<file path="config.mk">
export PLATFORM = sky130hd
export DESIGN_NAME = serial_cmd_initiator_flat
export DESIGN_NICKNAME = d
export VERILOG_FILES = /design/src/rtl/serial_cmd_initiator_pkg.sv /design/src/rtl/serial_cmd_initiator_if.sv /design/src/rtl/serial_resp_buffer.sv /design/src/rtl/serial_cmd_initiator.sv /design/src/flat_wrapper.sv
export SDC_FILE = /design/constraint.sdc
export NUM_CORES = 1
export LEC_CHECK = 0
export BUFFER_PORTS_ARGS = -buffer_cell sky130_fd_sc_hd__buf_4
export CORE_MARGIN = 2
export CORE_UTILIZATION = 61
export CTS_CLUSTER_SIZE = 10
export DETAILED_ROUTE_END_ITERATION = 6
export PLACE_DENSITY_LB_ADDON = 0.2
export SLEW_MARGIN = 20
export SYNTH_ARGS = -nofsm -noshare
export SYNTH_HDL_FRONTEND = slang
export SYNTH_SLANG_ARGS = --single-unit
</file>
<file path="constraint.sdc">
create_clock -name clk -period 5.25 [get_ports clk]
set_input_delay 1.3125 -clock clk [delete_from_list [all_inputs] [get_ports clk]]
set_output_delay 1.3125 -clock clk [all_outputs]
set_load 0.02 [all_outputs]
</file>
<file path="src/rtl/serial_cmd_initiator_pkg.sv">
// rtl/serial_cmd_initiator_pkg.sv - opcodes, reply lengths and FSM encoding for the trigger-board command initiator
package serial_cmd_initiator_pkg;

  localparam int BYTE_W       = 8;
  localparam int MAX_ARGS_DEF = 8;
  localparam int MAX_RESP_DEF = 64;

  localparam logic [7:0] CMD_VERSION    = 8'd0;
  localparam logic [7:0] CMD_COINC_TIME = 8'd1;
  localparam logic [7:0] CMD_OUT_ENABLE = 8'd3;
  localparam logic [7:0] CMD_PRESCALE   = 8'd7;
  localparam logic [7:0] CMD_HISTOS     = 8'd10;
  localparam logic [7:0] CMD_TRIGMASK   = 8'd14;
  localparam logic [7:0] CMD_CLOCKCNT   = 8'd16;
  localparam logic [7:0] CMD_STARTTIME  = 8'd18;
  localparam logic [7:0] CMD_NLAYER     = 8'd19;
  localparam logic [7:0] CMD_NHIT       = 8'd20;

  localparam logic [6:0] RLEN_VERSION   = 7'd1;
  localparam logic [6:0] RLEN_HISTOS    = 7'd64;
  localparam logic [6:0] RLEN_CLOCKCNT  = 7'd64;
  localparam logic [6:0] RLEN_STARTTIME = 7'd8;
  localparam logic [6:0] RLEN_WRITE     = 7'd0;

  typedef enum logic [2:0] {
    ST_IDLE,
    ST_TX_LOAD,
    ST_TX_HOLD,
    ST_RX,
    ST_FINISH
  } state_t;

  // Read-back commands return data; configuration writes are unacknowledged.
  function automatic logic [6:0] reply_len(input logic [7:0] op);
    case (op)
      CMD_VERSION:   reply_len = RLEN_VERSION;
      CMD_HISTOS:    reply_len = RLEN_HISTOS;
      CMD_CLOCKCNT:  reply_len = RLEN_CLOCKCNT;
      CMD_STARTTIME: reply_len = RLEN_STARTTIME;
      default:       reply_len = RLEN_WRITE;
    endcase
  endfunction

endpackage

</file>
<file path="src/rtl/serial_cmd_initiator_if.sv">
// rtl/serial_cmd_initiator_if.sv - command, UART and reply-buffer signals of the initiator
interface serial_cmd_initiator_if
  import serial_cmd_initiator_pkg::*;
#(
  parameter int MAX_ARGS = MAX_ARGS_DEF,
  parameter int MAX_RESP = MAX_RESP_DEF
);
  localparam int AW = $clog2(MAX_RESP);

  logic                       cmd_valid;
  logic                       cmd_ready;
  logic [BYTE_W-1:0]          cmd_opcode;
  logic [BYTE_W*MAX_ARGS-1:0] cmd_args;
  logic [3:0]                 cmd_nargs;
  logic [6:0]                 cmd_nresp;
  logic                       txBusy;
  logic                       txStart;
  logic [BYTE_W-1:0]          txData;
  logic                       rxReady;
  logic [BYTE_W-1:0]          rxData;
  logic [AW-1:0]              resp_rd_addr;
  logic [BYTE_W-1:0]          resp_rd_data;
  logic [6:0]                 resp_count;
  logic                       busy;
  logic                       done;
  logic                       timeout;

  modport master (
    input  cmd_valid, cmd_opcode, cmd_args, cmd_nargs, cmd_nresp,
    input  txBusy, rxReady, rxData, resp_rd_addr,
    output cmd_ready, txStart, txData, resp_rd_data, resp_count,
    output busy, done, timeout
  );

  modport slave (
    output cmd_valid, cmd_opcode, cmd_args, cmd_nargs, cmd_nresp,
    output txBusy, rxReady, rxData, resp_rd_addr,
    input  cmd_ready, txStart, txData, resp_rd_data, resp_count,
    input  busy, done, timeout
  );

endinterface

</file>
<file path="src/rtl/serial_resp_buffer.sv">
// rtl/serial_resp_buffer.sv - reply byte store, one write port and one combinational read port
module serial_resp_buffer
  import serial_cmd_initiator_pkg::*;
#(
  parameter int DEPTH = MAX_RESP_DEF,
  parameter int AW    = $clog2(DEPTH)
) (
  input  logic              clk,
  input  logic              we,
  input  logic [AW-1:0]     waddr,
  input  logic [BYTE_W-1:0] wdata,
  input  logic [AW-1:0]     raddr,
  output logic [BYTE_W-1:0] rdata
);

  logic [BYTE_W-1:0] mem [DEPTH];

  // Contents survive reset so the host can still read the last reply.
  always_ff @(posedge clk) begin
    if (we) begin
      mem[waddr] <= wdata;
    end
  end

  assign rdata = mem[raddr];

endmodule

</file>
<file path="src/rtl/serial_cmd_initiator.sv">
// rtl/serial_cmd_initiator.sv - sends opcode plus argument bytes over UART, collects the reply bytes
module serial_cmd_initiator
  import serial_cmd_initiator_pkg::*;
#(
  parameter int MAX_ARGS  = MAX_ARGS_DEF,
  parameter int MAX_RESP  = MAX_RESP_DEF,
  parameter int TO_W      = 24,
  parameter int TO_CYCLES = 5000000
) (
  input  logic                  clk,
  input  logic                  reset,
  serial_cmd_initiator_if.master bus
);

  localparam int              AW        = $clog2(MAX_RESP);
  localparam int              ARG_W     = BYTE_W * MAX_ARGS;
  localparam logic [3:0]      NARGS_MAX = 4'(MAX_ARGS);
  localparam logic [6:0]      NRESP_MAX = 7'(MAX_RESP);
  localparam logic [TO_W-1:0] TO_LAST   = TO_W'(TO_CYCLES - 1);

  state_t            state, state_n;
  logic [3:0]        idx, nargs_q, nargs_c;
  logic [6:0]        nresp_q, nresp_c, resp_count_q;
  logic [BYTE_W-1:0] opcode_q, txdata_q, cur_byte;
  logic [ARG_W-1:0]  args_q;
  logic [TO_W-1:0]   timer;
  logic              accept, tx_start, store, expire;

  assign nargs_c = (bus.cmd_nargs > NARGS_MAX) ? NARGS_MAX : bus.cmd_nargs;
  assign nresp_c = (bus.cmd_nresp > NRESP_MAX) ? NRESP_MAX : bus.cmd_nresp;

  // args_q shifts down after each argument strobe, so the next argument is always in the low byte.
  assign cur_byte = (idx == 4'd0) ? opcode_q : args_q[BYTE_W-1:0];

  // FINISH lasts one cycle and is excluded so done and timeout can never coincide.
  assign expire = (state != ST_IDLE) && (state != ST_FINISH) && (timer == TO_LAST);

  always_comb begin
    state_n  = state;
    accept   = 1'b0;
    tx_start = 1'b0;
    store    = 1'b0;
    case (state)
      ST_IDLE: begin
        if (bus.cmd_valid) begin
          accept  = 1'b1;
          state_n = ST_TX_LOAD;
        end
      end
      ST_TX_LOAD: begin
        if (!bus.txBusy) begin
          tx_start = 1'b1;
          state_n  = ST_TX_HOLD;
        end
      end
      ST_TX_HOLD: begin
        if ((idx + 4'd1) <= nargs_q) begin
          state_n = ST_TX_LOAD;
        end else if (nresp_q == 7'd0) begin
          state_n = ST_FINISH;
        end else begin
          state_n = ST_RX;
        end
      end
      ST_RX: begin
        if (bus.rxReady) begin
          store = 1'b1;
          if ((resp_count_q + 7'd1) == nresp_q) begin
            state_n = ST_FINISH;
          end
        end
      end
      ST_FINISH: state_n = ST_IDLE;
      default:   state_n = ST_IDLE;
    endcase
    if (expire) begin
      state_n  = ST_IDLE;
      tx_start = 1'b0;
      store    = 1'b0;
    end
  end

  always_ff @(posedge clk or posedge reset) begin
    if (reset) begin
      state        <= ST_IDLE;
      idx          <= 4'd0;
      nargs_q      <= 4'd0;
      nresp_q      <= 7'd0;
      resp_count_q <= 7'd0;
      opcode_q     <= '0;
      args_q       <= '0;
      txdata_q     <= '0;
      timer        <= '0;
    end else begin
      state <= state_n;
      if (accept) begin
        opcode_q     <= bus.cmd_opcode;
        args_q       <= bus.cmd_args;
        nargs_q      <= nargs_c;
        nresp_q      <= nresp_c;
        idx          <= 4'd0;
        resp_count_q <= 7'd0;
        timer        <= '0;
      end else if (state != ST_IDLE) begin
        timer <= (tx_start || store) ? '0 : timer + 1'b1;
      end
      if (tx_start) begin
        txdata_q <= cur_byte;
        if (idx != 4'd0) begin
          args_q <= args_q >> BYTE_W;
        end
      end
      if (state == ST_TX_HOLD) begin
        idx <= idx + 4'd1;
      end
      if (store) begin
        resp_count_q <= resp_count_q + 7'd1;
      end
    end
  end

  serial_resp_buffer #(
    .DEPTH (MAX_RESP),
    .AW    (AW)
  ) u_resp_buffer (
    .clk   (clk),
    .we    (store),
    .waddr (resp_count_q[AW-1:0]),
    .wdata (bus.rxData),
    .raddr (bus.resp_rd_addr),
    .rdata (bus.resp_rd_data)
  );

  assign bus.cmd_ready  = (state == ST_IDLE);
  assign bus.busy       = (state != ST_IDLE);
  assign bus.done       = (state == ST_FINISH);
  assign bus.timeout    = expire;
  assign bus.txStart    = tx_start;
  assign bus.txData     = tx_start ? cur_byte : txdata_q;
  assign bus.resp_count = resp_count_q;

endmodule

</file>
<file path="src/flat_wrapper.sv">
// flat-port wrapper written by rule: the top's interface ports become plain ports
module serial_cmd_initiator_flat import serial_cmd_initiator_pkg::*;
#(
  parameter int MAX_ARGS  = MAX_ARGS_DEF,
  parameter int MAX_RESP  = MAX_RESP_DEF,
  parameter int TO_W      = 24,
  parameter int TO_CYCLES = 5000000
)
  (clk, reset, bus_cmd_valid, bus_cmd_opcode, bus_cmd_args, bus_cmd_nargs, bus_cmd_nresp, bus_txBusy, bus_rxReady, bus_rxData, bus_resp_rd_addr, bus_cmd_ready, bus_txStart, bus_txData, bus_resp_rd_data, bus_resp_count, bus_busy, bus_done, bus_timeout);
  serial_cmd_initiator_if #(.MAX_ARGS(MAX_ARGS), .MAX_RESP(MAX_RESP)) bus_i ();
  input  logic clk;
  input  logic reset;
  input wire logic [$bits(bus_i.cmd_valid)-1:0] bus_cmd_valid;
  input wire logic [$bits(bus_i.cmd_opcode)-1:0] bus_cmd_opcode;
  input wire logic [$bits(bus_i.cmd_args)-1:0] bus_cmd_args;
  input wire logic [$bits(bus_i.cmd_nargs)-1:0] bus_cmd_nargs;
  input wire logic [$bits(bus_i.cmd_nresp)-1:0] bus_cmd_nresp;
  input wire logic [$bits(bus_i.txBusy)-1:0] bus_txBusy;
  input wire logic [$bits(bus_i.rxReady)-1:0] bus_rxReady;
  input wire logic [$bits(bus_i.rxData)-1:0] bus_rxData;
  input wire logic [$bits(bus_i.resp_rd_addr)-1:0] bus_resp_rd_addr;
  output wire logic [$bits(bus_i.cmd_ready)-1:0] bus_cmd_ready;
  output wire logic [$bits(bus_i.txStart)-1:0] bus_txStart;
  output wire logic [$bits(bus_i.txData)-1:0] bus_txData;
  output wire logic [$bits(bus_i.resp_rd_data)-1:0] bus_resp_rd_data;
  output wire logic [$bits(bus_i.resp_count)-1:0] bus_resp_count;
  output wire logic [$bits(bus_i.busy)-1:0] bus_busy;
  output wire logic [$bits(bus_i.done)-1:0] bus_done;
  output wire logic [$bits(bus_i.timeout)-1:0] bus_timeout;
  assign bus_i.cmd_valid = bus_cmd_valid;
  assign bus_i.cmd_opcode = bus_cmd_opcode;
  assign bus_i.cmd_args = bus_cmd_args;
  assign bus_i.cmd_nargs = bus_cmd_nargs;
  assign bus_i.cmd_nresp = bus_cmd_nresp;
  assign bus_i.txBusy = bus_txBusy;
  assign bus_i.rxReady = bus_rxReady;
  assign bus_i.rxData = bus_rxData;
  assign bus_i.resp_rd_addr = bus_resp_rd_addr;
  assign bus_cmd_ready = bus_i.cmd_ready;
  assign bus_txStart = bus_i.txStart;
  assign bus_txData = bus_i.txData;
  assign bus_resp_rd_data = bus_i.resp_rd_data;
  assign bus_resp_count = bus_i.resp_count;
  assign bus_busy = bus_i.busy;
  assign bus_done = bus_i.done;
  assign bus_timeout = bus_i.timeout;
  serial_cmd_initiator #(.MAX_ARGS(MAX_ARGS), .MAX_RESP(MAX_RESP), .TO_W(TO_W), .TO_CYCLES(TO_CYCLES)) u_core (.clk(clk), .reset(reset), .bus(bus_i));
endmodule
</file>
==> reports/qor.yml, run 1 <==
run_status: "completed"
grt_max_degree: 130
worstRegToRegCells: 5
synthCells: 1651
drc: 0
place_area_um2: 27500
clockBufferDepth: 3
synth_seq_cells: 641
ir_worst_vdd_v: 0.000555
worstSetupPathType: "in2out"
cts_sinks: 641
holdPathStages: 2
die_x_um: 211
cp_max_fo: 32
ys.flop_type: "edfxtp_1"
finalSetupViolCount: 0
final_common_cell: "edfxtp_1"
place_congestion: 0.879
dr.first_iter.drc_count: 1752
drive_gt1_frac: 0.209
end_kind: "output pin"
worstPathArrival_ps: 3640
fin_crit_sh: 0.943
finalNonFillerCells: 2356
ys_async_sr_fraction: 0.201
rsz0062_at_grt: "no"
synthAdderAreaFrac: 0.00385
reg2reg_slack_ps: 1590
dpl_worst_slack_ps: 362
layout_setup_ws_ps: 302
htree_levels: 3
dieArea_um2: 44300
synthSimpleGateAreaFrac: 0.0862
area_growth_pct: 13.9
hold_buffers: 0
postCtsSetupRepairBufs: 0
p_leak_nw: 10.3
synth_edf_count: 512
finalSetupTns_ps: 0
syn_area_um2: 26000
yosysTopAreaCell: "edfxtp_1"
yosysTopAreaCellShare: 0.591
final_cell_mix: "512 x edfxtp_1, 233 x nand2_1, 153 x nor2_1, 145 x buf_4, 129 x dfrtp_1"
postSynthAreaPerCell_um2: 15.8
synth_compound_area_frac: 0.0532
grt_overflow: 0
grt_use_total: 0.276
dp_cells: 2248
yosysWarnings: 0
vias_per_cell: 6.47
nets: 1897
wl_um: 59200
stdcell_area_um2: 29600
seq_area_frac_synth: 0.715
fin_crit_ps: 4950
clkTransAtPathRegs_ps: 50
min_to: "u_core.opcode_q[1]"
synth_top_family_by_area: "multiplexers"
post_drt_wl_per_cell_um: 25.1
ant_nets: 0
die_h_um: 211
synth.distinct_cells: 60
cts_root_buffer: "clkbuf_16"
min_path_type: "reg2reg"
hold_viol: 0
maxCapViolCount: 0
top_level_ports: 130
antenna_found_initial: 0
r2r_start: "u_core.state[1]"
slew_violations: 0
grt_pass1_vias: 15200
worstSetupStartpointType: "input pin"
start_util: 0.619
core_um2: 42000
via_count: 15200
rr_endpoint: "u_core.u_resp_buffer.mem[5][2]"
grt_pass1_wl_um: 91500
muxShareOfSynthArea: 0.120
worstSkewPairLatency_ps: 600
n_fill_cell: 2699
n_antenna_cell: 0
synth_nets: 1761
portBuffers: 129
first_pass_iters: 5
cts_tree: "done"
worstMarginPinSlew_ps: 1060
hold_start: "u_core.opcode_q[1]"
slew_headroom: 0.289
numCtsBuffers: 74
fmax_mhz: 202
cp_data_required_time_ps: 3940
dp_hpwl_um: 36700
ys_top_cells_by_area: "edfxtp_1 59%, dfrtp_1 12%, mux4_2 11%"
power_density_nw_per_um2: 431
finClkSkew_ps: 17.4
rows: 75
post_cts_resize_count: 0
synthXorXnorAreaFrac: 0.00337
synthesized netlist by cell type (all sizes together), types with 21 or more instances:
master and count:
dfrtp 129, nand2 234, mux4 128, mux2i 23, o22ai 32, o21ai 50, a31oi 56, nand3 37
edfxtp 512, buf 44, nor2 153, clkbuf 49, a21oi 21
routing by layer:
layer,up-vias,part of all wire,track usage
met1,7794,0.41,0.407
met2,706,0.48,0.426
met5,-,0,0
met3,110,0.088,0.0597
met4,0,0.024,0.0755
li1,6639,-,-
worst max-delay path: stages:
cell and delay [ps]:
clkbuf_8 350, buf_4 370, mux4_2 550, o22ai_1 390, nor4_1 150, nand2_1 100, o21ai_0 160, buf_4 210
per-stage QoR:
step	total power [mW]	hold slack, ps	utilization
after floorplan	7.63	445	-
after global placement	8.20	459	0.654
after detailed placement	8.26	463	0.655
after CTS	12.8	478	0.704
after global routing	13.3	499	0.705
final	12.8	477	0.705
where the power goes:
| part | switching (mW) | internal, mW | total, mW |
|---|---|---|---|
| clock network | 1.95 | 2.62 | 4.57 |
| logic | 1.21 | 0.785 | 2.00 |
| registers | 0.286 | 5.91 | 6.20 |
| total | 3.45 | 9.32 | 12.8 |
area by class of cell:
cell class                      instances  area [um2]  area share
Sequential cell                       641       18600       0.628
Multi-Input combinational cell        902        6970       0.235
Clock buffer                           99        1970      0.0663
Timing Repair Buffer                  153        1250      0.0422
Tap cell                              539         674      0.0228
Clock inverter                          7         120     0.00405
Inverter                               15        58.8     0.00198
kinds of logic (layout without fill, tap and decap cells):
family,after synthesis,after routing
flops,641,641
xor+xnor,10,10
compound gates,216,216
buf+inv,108,274
mux,153,153
fa+ha+maj,8,8
simple gates,515,515
sequential cells by signal (all words and copies together) (netlist names):
| name | cells |
|---|---|
| u_core.args_q | 64 |
| u_core.bus.resp_count | 7 |
| u_core.idx | 4 |
| u_core.nargs_q | 4 |
| u_core.nresp_q | 7 |
| u_core.opcode_q | 8 |
| u_core.state | 3 |
| u_core.timer | 24 |
| u_core.txdata_q | 8 |
| u_core.u_resp_buffer.mem | 512 |
worst max-delay path by stage:
stage	start	end	slack, ps	cells after the start
after floorplan	bus_resp_rd_addr[0]	bus_resp_rd_data[1]	420	6
after global placement	bus_resp_rd_addr[0]	bus_resp_rd_data[4]	390	8
after global routing	bus_resp_rd_addr[0]	bus_resp_rd_data[6]	160	8
after detailed placement	bus_resp_rd_addr[0]	bus_resp_rd_data[4]	360	8
after CTS	bus_resp_rd_addr[0]	bus_resp_rd_data[6]	340	8
final	bus_resp_rd_addr[0]	bus_resp_rd_data[4]	300	8
(Power assumes the default switching activity.)
==> inputs of run 2 (changes only) <==
--- a/config.mk
+++ b/config.mk
@@ -5,9 +5,9 @@
 export SDC_FILE = /design/constraint.sdc
 export NUM_CORES = 1
 export LEC_CHECK = 0
-export BUFFER_PORTS_ARGS = -buffer_cell sky130_fd_sc_hd__buf_4
-export CORE_MARGIN = 2
-export CORE_UTILIZATION = 61
+export BUFFER_PORTS_ARGS = -buffer_cell sky130_fd_sc_hd__buf_2
+export CORE_MARGIN = 8
+export CORE_UTILIZATION = 52
 export CTS_CLUSTER_SIZE = 10
 export DETAILED_ROUTE_END_ITERATION = 6
 export PLACE_DENSITY_LB_ADDON = 0.2
==> run 2 against run 1 <==
- critical path depth rose by 1
- worst setup slack improved by 160 ps
- global-route usage fell by 6.2 points
- count of clock-buffer cells in the layout fell by 2
- critical endpoint is now bus_resp_rd_data[7]
- sequential power barely moved
- non-clock buffer count rose by 18
- routed wire length rose by 3.2%
- worst hold slack got worse by 5.7 ps
==> reports/qor.yml, run 2 (same netlist as run 1, synthesis figures left out) <==
run_status: "completed"
fin_hold_ws_ps: 471  # -5.72 ps
first_pass_iters: 6  # +1
worstSkewPairLatency_ps: 600  # about the same
grt_pass1_wl_um: 93000  # +1.7%
numCtsBuffers: 74  # unchanged
vias_per_cell: 6.04  # -6.7%
p_seq_frac: 0.489  # +0.003
largest_register_ffs: 512  # unchanged
wl_um: 61100  # +3.2%
pwr-share-clk: 0.357  # about the same
place_congestion: 0.877  # -0.16%
place_area_um2: 27500  # about the same
die_x_um: 240  # +14%
grt_pass1_vias: 15400  # +1.3%
cp_data_required_time_ps: 3940  # about the same
combPwrFrac: 0.154  # -0.003
die_h_um: 240  # +14%
p_leak_nw: 10.3  # about the same
post_drt_wl_per_cell_um: 24.4  # -2.9%
slowest_delay_ps: 610  # +60 ps
core_um2: 49800  # +18%
power.switching_mw: 3.40  # -1.4%
finalNonFillerCells: 2504  # +6.3%
fin_crit_ps: 4790  # -160 ps
via_count: 15100  # -0.83%
finalSetupTns_ps: 0  # unchanged
switching_share: 0.269  # -0.00167
critPathTopFamily: "buffers and inverters"
post_cts_resize_count: 0  # unchanged
hold_buffers: 0  # unchanged
cts_sinks: 641  # unchanged
regMostFlops: "u_core.u_resp_buffer.mem"
dieArea_um2: 57500  # +30%
end_kind: "output pin"
grt_use_total: 0.214  # -0.0616
worstSetupPathType: "in2out"
drc: 0  # unchanged
crit_chain: "clkbuf_8 > buf_12 > mux4_2 > o22ai_1 > a2111oi_0 > buf_4 > o21ai_0 > nand2_1 > buf_2"
fin_crit_sh: 0.912  # -0.0305
ant_nets: 0  # unchanged
cts_tree: "done"
worstSetupStartpointType: "input pin"
dp_cells: 2399  # +6.7%
ir_worst_vdd_v: 0.000398  # -28%
layout_setup_ws_ps: 462  # +160 ps
dpl_worst_slack_ps: 426  # +64.5 ps
p_int_mw: 9.27  # -0.55%
dr.first_iter.drc_count: 1501  # -14%
cp_max_fo: 21  # -34%
grt_overflow: 0  # unchanged
grt_max_degree: 130  # unchanged
stdcell_area_um2: 29600  # about the same
antenna_found_initial: 1  # +1
worstMarginPinSlew_ps: 1050  # -14.7 ps
htree_levels: 3  # unchanged
reg.largest.list: "u_core.u_resp_buffer.mem: 512 flops, u_core.args_q: 64 flops, u_core.timer: 24 flops"
utilization: 0.595  # -0.110
clkTransAtPathRegs_ps: 50  # about the same
worst_path_max_delay_cell: "a2111oi_0"
power_mw: 12.7  # -0.77%
postCtsSetupRepairBufs: 0  # unchanged
hold_viol: 0  # unchanged
fmax_mhz: 209  # +3.3%
rows: 82  # +9.3%
start_util: 0.523  # -0.0960
rsz0062_at_grt: "no"
dp_hpwl_um: 38600  # +5.2%
n_antenna_cell: 0  # unchanged
finalSetupViolCount: 0  # unchanged
slew_headroom: 0.298  # +0.00982
cts_root_buffer: "clkbuf_16"
finClkSkew_ps: 15.2  # -2.25 ps
slew_violations: 0  # unchanged
clockBufferDepth: 3  # unchanged
nets: 1915  # +0.95%
min_path_type: "reg2reg"
area_growth_pct: 13.8  # about the same
maxCapViolCount: 0  # unchanged
worstPathArrival_ps: 3480  # -160 ps
portBuffers: 129  # unchanged
power_density_nw_per_um2: 428  # -0.71%
final_common_cell: "edfxtp_1"
top_level_ports: 130  # unchanged
path_buf_inv: 4  # +1
drive_gt1_frac: 0.217  # +0.00757
final_cell_mix: "512 x edfxtp_1, 233 x nand2_1, 153 x nor2_1, 129 x dfrtp_1, 128 x mux4_2"
## run 2: cell types whose count changed in the layout (fill, tap and decap cells not counted), sizes merged
cell | before | now
buf | 152 | 170
clkbuf | 100 | 98
clkinv | 3 | 2
## run 2: power by group through the flow
| stage | sequential [mW] | combinational, mW | clock, mW |
|---|---|---|---|
| floorplan | 6.19 | 1.44 | 0 |
| global placement | 6.27 | 1.90 | 0 |
| detailed placement | 6.29 | 1.94 | 0 |
| CTS | 6.20 | 1.95 | 4.60 |
| global route | 6.25 | 2.19 | 4.79 |
| finish | 6.20 | 1.95 | 4.52 |
## run 2: worst min-delay path, delay by kind of cell, from the launching register on
family | cells | cell delay, ps
and+or+nand+nor | 2 | 100
DFF | 1 | 340
## run 2: worst paths after layout
check                                    startpoint                               to  slack [ps]  cells after the start
worst max-delay path            bus_resp_rd_addr[0]              bus_resp_rd_data[7]         460                      9
worst min-delay path             u_core.opcode_q[0]               u_core.opcode_q[0]         470                      2
worst max register to register     u_core.timer[15]  u_core.u_resp_buffer.mem[33][7]        1580                      6
worst min register to register   u_core.opcode_q[0]               u_core.opcode_q[0]         470                      2
max in group asynchronous                     reset                u_core.args_q[47]        3850                      3
min in group asynchronous                     reset                 u_core.timer[17]         890                      3
## run 2: layout make-up
type	count	area, um2
fillers	3728	20100
flip-flops and latches	641	18600
multi-input cells	902	6960
clock buffers	97	1980
repair buffers	171	1110
well taps	672	841
clock inverters	6	67.6
inverters	15	58.8
## run 2: metal layers
layer  GRT usage  vias up  part of all wire
met4      0.0636        0             0.026
met3      0.0468      105             0.076
met5           0        -                 0
li1            -     6691                 -
met2       0.336      636              0.48
met1       0.301     7690              0.42
